**src/rtl/data_memory.sv**
```systemverilog
// data_memory: byte-addressable load/store memory with valid/ready handshake,
// sized/extended accesses, fault reporting and a post-reset zero-fill.
module data_memory #(
  parameter int DEPTH_BYTES = 256,
  parameter int ADDR_WIDTH  = 32
) (
  input  logic                  clock,
  input  logic                  reset,
  input  logic                  req_valid,
  output logic                  req_ready,
  input  logic                  req_write,
  input  logic [2:0]            req_size,
  input  logic [ADDR_WIDTH-1:0] req_address,
  input  logic [31:0]           req_write_data,
  output logic                  rsp_valid,
  input  logic                  rsp_ready,
  output logic [31:0]           rsp_read_data,
  output logic [2:0]            rsp_fault,
  output logic                  init_done
);
  localparam int WORDS = DEPTH_BYTES / 4;
  localparam int A     = $clog2(DEPTH_BYTES);
  localparam int IW    = (A > 2) ? A - 2 : 1;
  typedef enum logic [1:0] {INIT, IDLE, RESP} state_t;
  state_t state, state_next;
  logic [IW-1:0] cnt, idx;
  logic [31:0] mem [WORDS];
  logic [31:0] sh, load_data, wd;
  logic [3:0] be;
  logic [1:0] off;
  logic [2:0] fault;
  logic accept, oor, illegal, mis, faulty, wr;
  if (A > 2) begin : g_idx
    assign idx = req_address[A-1:2];
  end else begin : g_idx0
    assign idx = '0;
  end
  // Any address bit at or above log2(DEPTH_BYTES) means out of range.
  if (ADDR_WIDTH > A) begin : g_oor
    assign oor = |req_address[ADDR_WIDTH-1:A];
  end else begin : g_oor0
    assign oor = 1'b0;
  end
  assign off       = req_address[1:0];
  assign req_ready = (state == IDLE) || (state == RESP && rsp_ready);
  assign rsp_valid = state == RESP;
  assign init_done = state != INIT;
  assign accept    = req_valid && req_ready;
  always_comb begin
    illegal   = req_size == 3'b011 || (req_size[2] && req_size[1]) || (req_write && req_size[2]);
    mis       = (req_size[1:0] == 2'b01 && off[0]) || (req_size == 3'b010 && |off);
    fault     = {illegal, oor, mis};
    faulty    = |fault;
    wr        = accept && req_write && !faulty;
    be        = req_size[1:0] == 2'b00 ? 4'b0001 << off : req_size[1:0] == 2'b01 ? 4'b0011 << off : 4'b1111;
    wd        = req_size[1:0] == 2'b00 ? {4{req_write_data[7:0]}} : req_size[1:0] == 2'b01 ? {2{req_write_data[15:0]}} : req_write_data;
    sh        = mem[idx] >> {off, 3'b000};
    load_data = req_size == 3'b000 ? {{24{sh[7]}}, sh[7:0]} :
                req_size == 3'b100 ? {24'b0, sh[7:0]} :
                req_size == 3'b001 ? {{16{sh[15]}}, sh[15:0]} :
                req_size == 3'b101 ? {16'b0, sh[15:0]} : sh;
    state_next = state == INIT ? (cnt == IW'(WORDS - 1) ? IDLE : INIT) :
                 accept ? RESP : (state == RESP && !rsp_ready) ? RESP : IDLE;
  end
  always_ff @(posedge clock) begin
    if (state == INIT) mem[cnt] <= '0;
    else if (wr)
      for (int i = 0; i < 4; i++)
        if (be[i]) mem[idx][8*i +: 8] <= wd[8*i +: 8];
  end
  always_ff @(posedge clock or posedge reset) begin
    if (reset) begin
      state         <= INIT;
      cnt           <= '0;
      rsp_read_data <= '0;
      rsp_fault     <= '0;
    end else begin
      state <= state_next;
      if (state == INIT) cnt <= cnt + 1'b1;
      if (accept) begin
        rsp_read_data <= (req_write || faulty) ? 32'b0 : load_data;
        rsp_fault     <= fault;
      end
    end
  end
endmodule

```
**config.mk**
```make
export PLATFORM = sky130hd
export DESIGN_NAME = data_memory
export DESIGN_NICKNAME = d
export VERILOG_FILES = /design/src/rtl/data_memory.sv
export SDC_FILE = /design/constraint.sdc
export NUM_CORES = 2
export LEC_CHECK = 0
export CAP_MARGIN = 25
export CORE_ASPECT_RATIO = 0.6
export CORE_MARGIN = 8
export CORE_UTILIZATION = 45
export DETAILED_ROUTE_END_ITERATION = 12
export GPL_ROUTABILITY_DRIVEN = 0
export SLEW_MARGIN = 10
export SYNTH_ARGS = -nofsm -noshare
export SYNTH_HDL_FRONTEND = slang
export SYNTH_SLANG_ARGS = --single-unit
```
**constraint.sdc**
```tcl
create_clock -name clock -period 4.89 [get_ports clock]
set_input_delay 1.2225 -clock clock [delete_from_list [all_inputs] [get_ports clock]]
set_output_delay 1.2225 -clock clock [all_outputs]
set_load 0.05 [all_outputs]
```
==> impl_metrics.env <==
export IMPL_clock_path_buffers=4
export IMPL_setup_reg_to_reg_worst_slack_ps=960
export IMPL_syn_num_nets=4155
export IMPL_synth_top_cells_by_area="sky130_fd_sc_hd__edfxtp_1 74%, sky130_fd_sc_hd__mux4_2 13%, sky130_fd_sc_hd__mux2i_1 1.7%"
export IMPL_dr_first_iter_drc_count=7218
export IMPL_cpMaxStageDelayCell="sky130_fd_sc_hd__nor3_1"
export IMPL_portion_of_the_post_synthesis_area_used_by_sequential_elements_pct=75.2
export IMPL_worst_slew_pin_transition_ps=1070
export IMPL_dpl_hpwl_um=173000
export IMPL_post_synth_fa_ha_maj_area_fraction_pct=0.0752
export IMPL_grt_setup_unrepaired="false"
export IMPL_cts_htree_levels=4
export IMPL_critPathCaptureType="register"
export IMPL_cts_tree="yes"
export IMPL_grt_util_all_layers_pct=24.7
export IMPL_placement_io_buffers=109
export IMPL_ir_drop_uv=325
export IMPL_critical_path_cell_chain="clkdlybuf4s50_1, inv_1, ha_1, or4b_1, o211ai_1, nor4_1, buf_4, and3_2, buf_4, nor4b_1, nor2_4, nor3_1, buf_2"
export IMPL_floorplan_initialDensity_pct=45.2
export IMPL_routed_via_density=6.17
export IMPL_synthDominantAreaCellType="sky130_fd_sc_hd__edfxtp_1"
export IMPL_die_area_mm2=0.199
export IMPL_critical_path_n_buffers_inverters=5
export IMPL_min_path_type="reg -> reg"
export IMPL_pin_count_of_the_biggest_net_entering_global_routing=65
export IMPL_placement_rows=122
export IMPL_timing_critical_path_required_ps=5430
export IMPL_power_share_sequential_pct=50.4
export IMPL_post_synthesis_compound_gate_area_fraction_pct=3.34
export IMPL_p_switching_mw=10.6
export IMPL_first_global_vias=44200
export IMPL_fin_worst_skew_ps=44.5
export IMPL_timing_max_cap_violations=0
export IMPL_area_growth_synth_to_finish_pct=18.1
export IMPL_antenna_violating_nets_remaining=0
export IMPL_antenna_found_initial=9
export IMPL_timing_final_max_slew_violations=0
export IMPL_routed_wire_length_per_instance_um=33.7
export IMPL_comb_power_share_pct=14.7
export IMPL_cell_internal_pwr_mw=30.6
export IMPL_worst_path_class_setup="in -> reg"
export IMPL_post_cts_resize_count=0
export IMPL_clkSlewWorstSetupHoldPaths_ps=80
export IMPL_fill_cells=14100
export IMPL_detail_route_first_pass_iterations=6
export IMPL_outcome="complete, no violations"
export IMPL_netlist_area_mm2=0.0832
export IMPL_netlist_top_cells_count="2048 x sky130_fd_sc_hd__edfxtp_1, 466 x sky130_fd_sc_hd__mux4_2, 245 x sky130_fd_sc_hd__nor2_1, 160 x sky130_fd_sc_hd__nand2_1, 141 x sky130_fd_sc_hd__mux2i_1"
export IMPL_post_synth_num_cell_types=82
export IMPL_cts_setup_buffers=0
export IMPL_post_synth_mux_area_share_pct=15.5
export IMPL_path_delay_family="simple AND/OR/NAND/NOR gates"
export IMPL_synth_xor_xnor_area_share_pct=0.0527
export IMPL_insertion_delay_ps=830
export IMPL_asyncSetResetFlopFracSynth_pct=2.06
export IMPL_cp_start_kind="input pin"
export IMPL_total_wire_length_um=250000
export IMPL_final_setup_tns_ps=0
export IMPL_postSynthRegisterBits=2091
export IMPL_power_per_cell_area_mw_per_mm2=419
export IMPL_average_footprint_of_a_synthesized_cell_um2=20.4
export IMPL_die_h_um=349
export IMPL_core_region_area_mm2=0.184
export IMPL_final_critical_path_share_of_the_clock_period_pct=94.7
export IMPL_design_final_nets=4865
export IMPL_tritoncts_num_buffers=189
export IMPL_cts_sink_count=2091
export IMPL_cts_root_buf="sky130_fd_sc_hd__clkbuf_16"
export IMPL_clockPowerShare_pct=34.9
export IMPL_maxClockFrequency_mhz=216
export IMPL_dpl_cell_area_mm2=0.0923
export IMPL_path_common_cell="sky130_fd_sc_hd__buf_4"
export IMPL_combinational_family_with_the_most_area_after_synthesis="multiplexers"
export IMPL_grt_overflow_total=0
export IMPL_synth_warning_count=0
export IMPL_grt_first_pass_wirelength_um=349000
export IMPL_worst_endpoint_arrival_ps=5170
export IMPL_slowest_delay_ps=790
export IMPL_main_flop_type_after_synthesis="sky130_fd_sc_hd__edfxtp_1"
export IMPL_synthSimpleGateAreaFrac_pct=3.60
export IMPL_post_route_cells_drive_above_1_share_pct=30.4
export IMPL_die_width_um=571
export IMPL_area_share_of_the_largest_cell_type_after_synthesis_pct=73.9
export IMPL_final_setup_viol_count=0
export IMPL_syn_inst=4078
export IMPL_cts_hold_buf=0
export IMPL_synth_enable_flop_cells=2048
export IMPL_pin_count=110
export IMPL_finalHoldViolations=0
export IMPL_drcViolationCount=0
export IMPL_netSwitchingFraction_pct=25.7
export IMPL_synth_most_common_cell="sky130_fd_sc_hd__edfxtp_1"
export IMPL_detailroute_via_count=45700
export IMPL_final_area_mm2=0.0982
export IMPL_timing_slew_headroom_pct=28.3
export IMPL_crit_path_max_fanout=9
export IMPL_final_min_period_ps=4630
export IMPL_p_leak_nw=34.3
## through the flow
stage          utilization (%)  worst slack (ps)  total power [mW]  cells  hold WS [ps]
2_1_floorplan                -              -387              23.5   4078           521
3_3_place_gp              50.1              -563              27.0   7046           476
3_5_place_dp              50.2              -578              27.0   7057           480
4_1_cts                   53.3               243              41.2   7394           496
5_1_grt                   53.4               121              42.2   7415           510
6_report                  53.4               259              41.1   7416           496
## per-layer routing
metal	global-route usage (%)	vias up	routed length, um
li1	-	18400	-
met1	38.8	24200	108000
met5	0	-	17
met3	8.95	300	35100
met4	5.38	2	6150
met2	32.8	2772	100000
## logic make-up after synthesis
| family | Yosys count |
|---|---|
| AOI/OAI and AO/OA | 390 |
| xor gates and xnor gates | 5 |
| adders and majority gates | 5 |
| buffers and inverters | 273 |
| DFF | 2091 |
| muxes | 657 |
| and+or+nand+nor | 657 |
## flip-flops by register name, summed over array words and instances, names as in the netlist
signal,cells
mem,2048
rsp_read_data,32
rsp_fault,3
state,2
cnt,6
## final timing paths
| path | startpoint | endpoint | depth (start not counted) |
|---|---|---|---|
| max reg2reg | state[0] | mem[39][26] | 11 |
| max | req_address[1] | mem[34][18] | 13 |
| max in group asynchronous | reset | cnt[5] | 3 |
| min | rsp_read_data[4] | rsp_read_data[4] | 1 |
| min reg2reg | rsp_read_data[4] | rsp_read_data[4] | 1 |
| min in group asynchronous | reset | rsp_read_data[21] | 2 |
## power groups by stage
| stage | clock (mW) | combinational, mW | sequential, mW |
|---|---|---|---|
| finish | 14.4 | 6.06 | 20.7 |
| global route | 15.2 | 6.26 | 20.8 |
| CTS | 14.5 | 5.93 | 20.7 |
| detailed placement | 0 | 5.91 | 21.1 |
| global placement | 0 | 5.87 | 21.1 |
| floorplan | 0 | 2.46 | 21.0 |
## final cells by class
cell class              count  area, um^2  share of cell area, %
clock buffers             237        4990                   5.09
diodes                      2        5.00                0.00510
well taps                2480        3100                   3.16
flip-flops and latches   2091       62600                   63.7
multi-input cells        1714       19200                   19.6
inverters                  15        58.8                 0.0599
clock inverters           100         810                  0.824
repair buffers            777        7420                   7.55
## placed cells by master, fill, tap and decap left out, types with 18 or more instances in the layout
| master | Yosys | layout |
|---|---|---|
| sky130_fd_sc_hd__buf_2 | 48 | 25 |
| sky130_fd_sc_hd__nand3_1 | 22 | 21 |
| sky130_fd_sc_hd__nor3_1 | 116 | 111 |
| sky130_fd_sc_hd__a22oi_1 | 94 | 94 |
| sky130_fd_sc_hd__nor2_1 | 245 | 220 |
| sky130_fd_sc_hd__buf_12 | 4 | 110 |
| sky130_fd_sc_hd__nand2_1 | 160 | 160 |
| sky130_fd_sc_hd__edfxtp_1 | 2048 | 2048 |
| sky130_fd_sc_hd__clkdlybuf4s50_1 | 0 | 103 |
| sky130_fd_sc_hd__a21oi_1 | 78 | 67 |
| sky130_fd_sc_hd__o22ai_1 | 29 | 29 |
| sky130_fd_sc_hd__dfrtp_1 | 43 | 43 |
| sky130_fd_sc_hd__nor2_4 | 0 | 18 |
| sky130_fd_sc_hd__mux2_2 | 20 | 20 |
| sky130_fd_sc_hd__clkinv_2 | 0 | 33 |
| sky130_fd_sc_hd__buf_4 | 31 | 533 |
| sky130_fd_sc_hd__mux4_1 | 30 | 30 |
| sky130_fd_sc_hd__o21ai_0 | 32 | 31 |
| sky130_fd_sc_hd__mux2i_1 | 141 | 141 |
| sky130_fd_sc_hd__clkbuf_1 | 96 | 44 |
| sky130_fd_sc_hd__a221oi_1 | 29 | 29 |
| sky130_fd_sc_hd__clkbuf_16 | 0 | 193 |
| sky130_fd_sc_hd__clkinv_1 | 2 | 45 |
| sky130_fd_sc_hd__mux4_2 | 466 | 466 |
(Power assumes the default switching activity.)
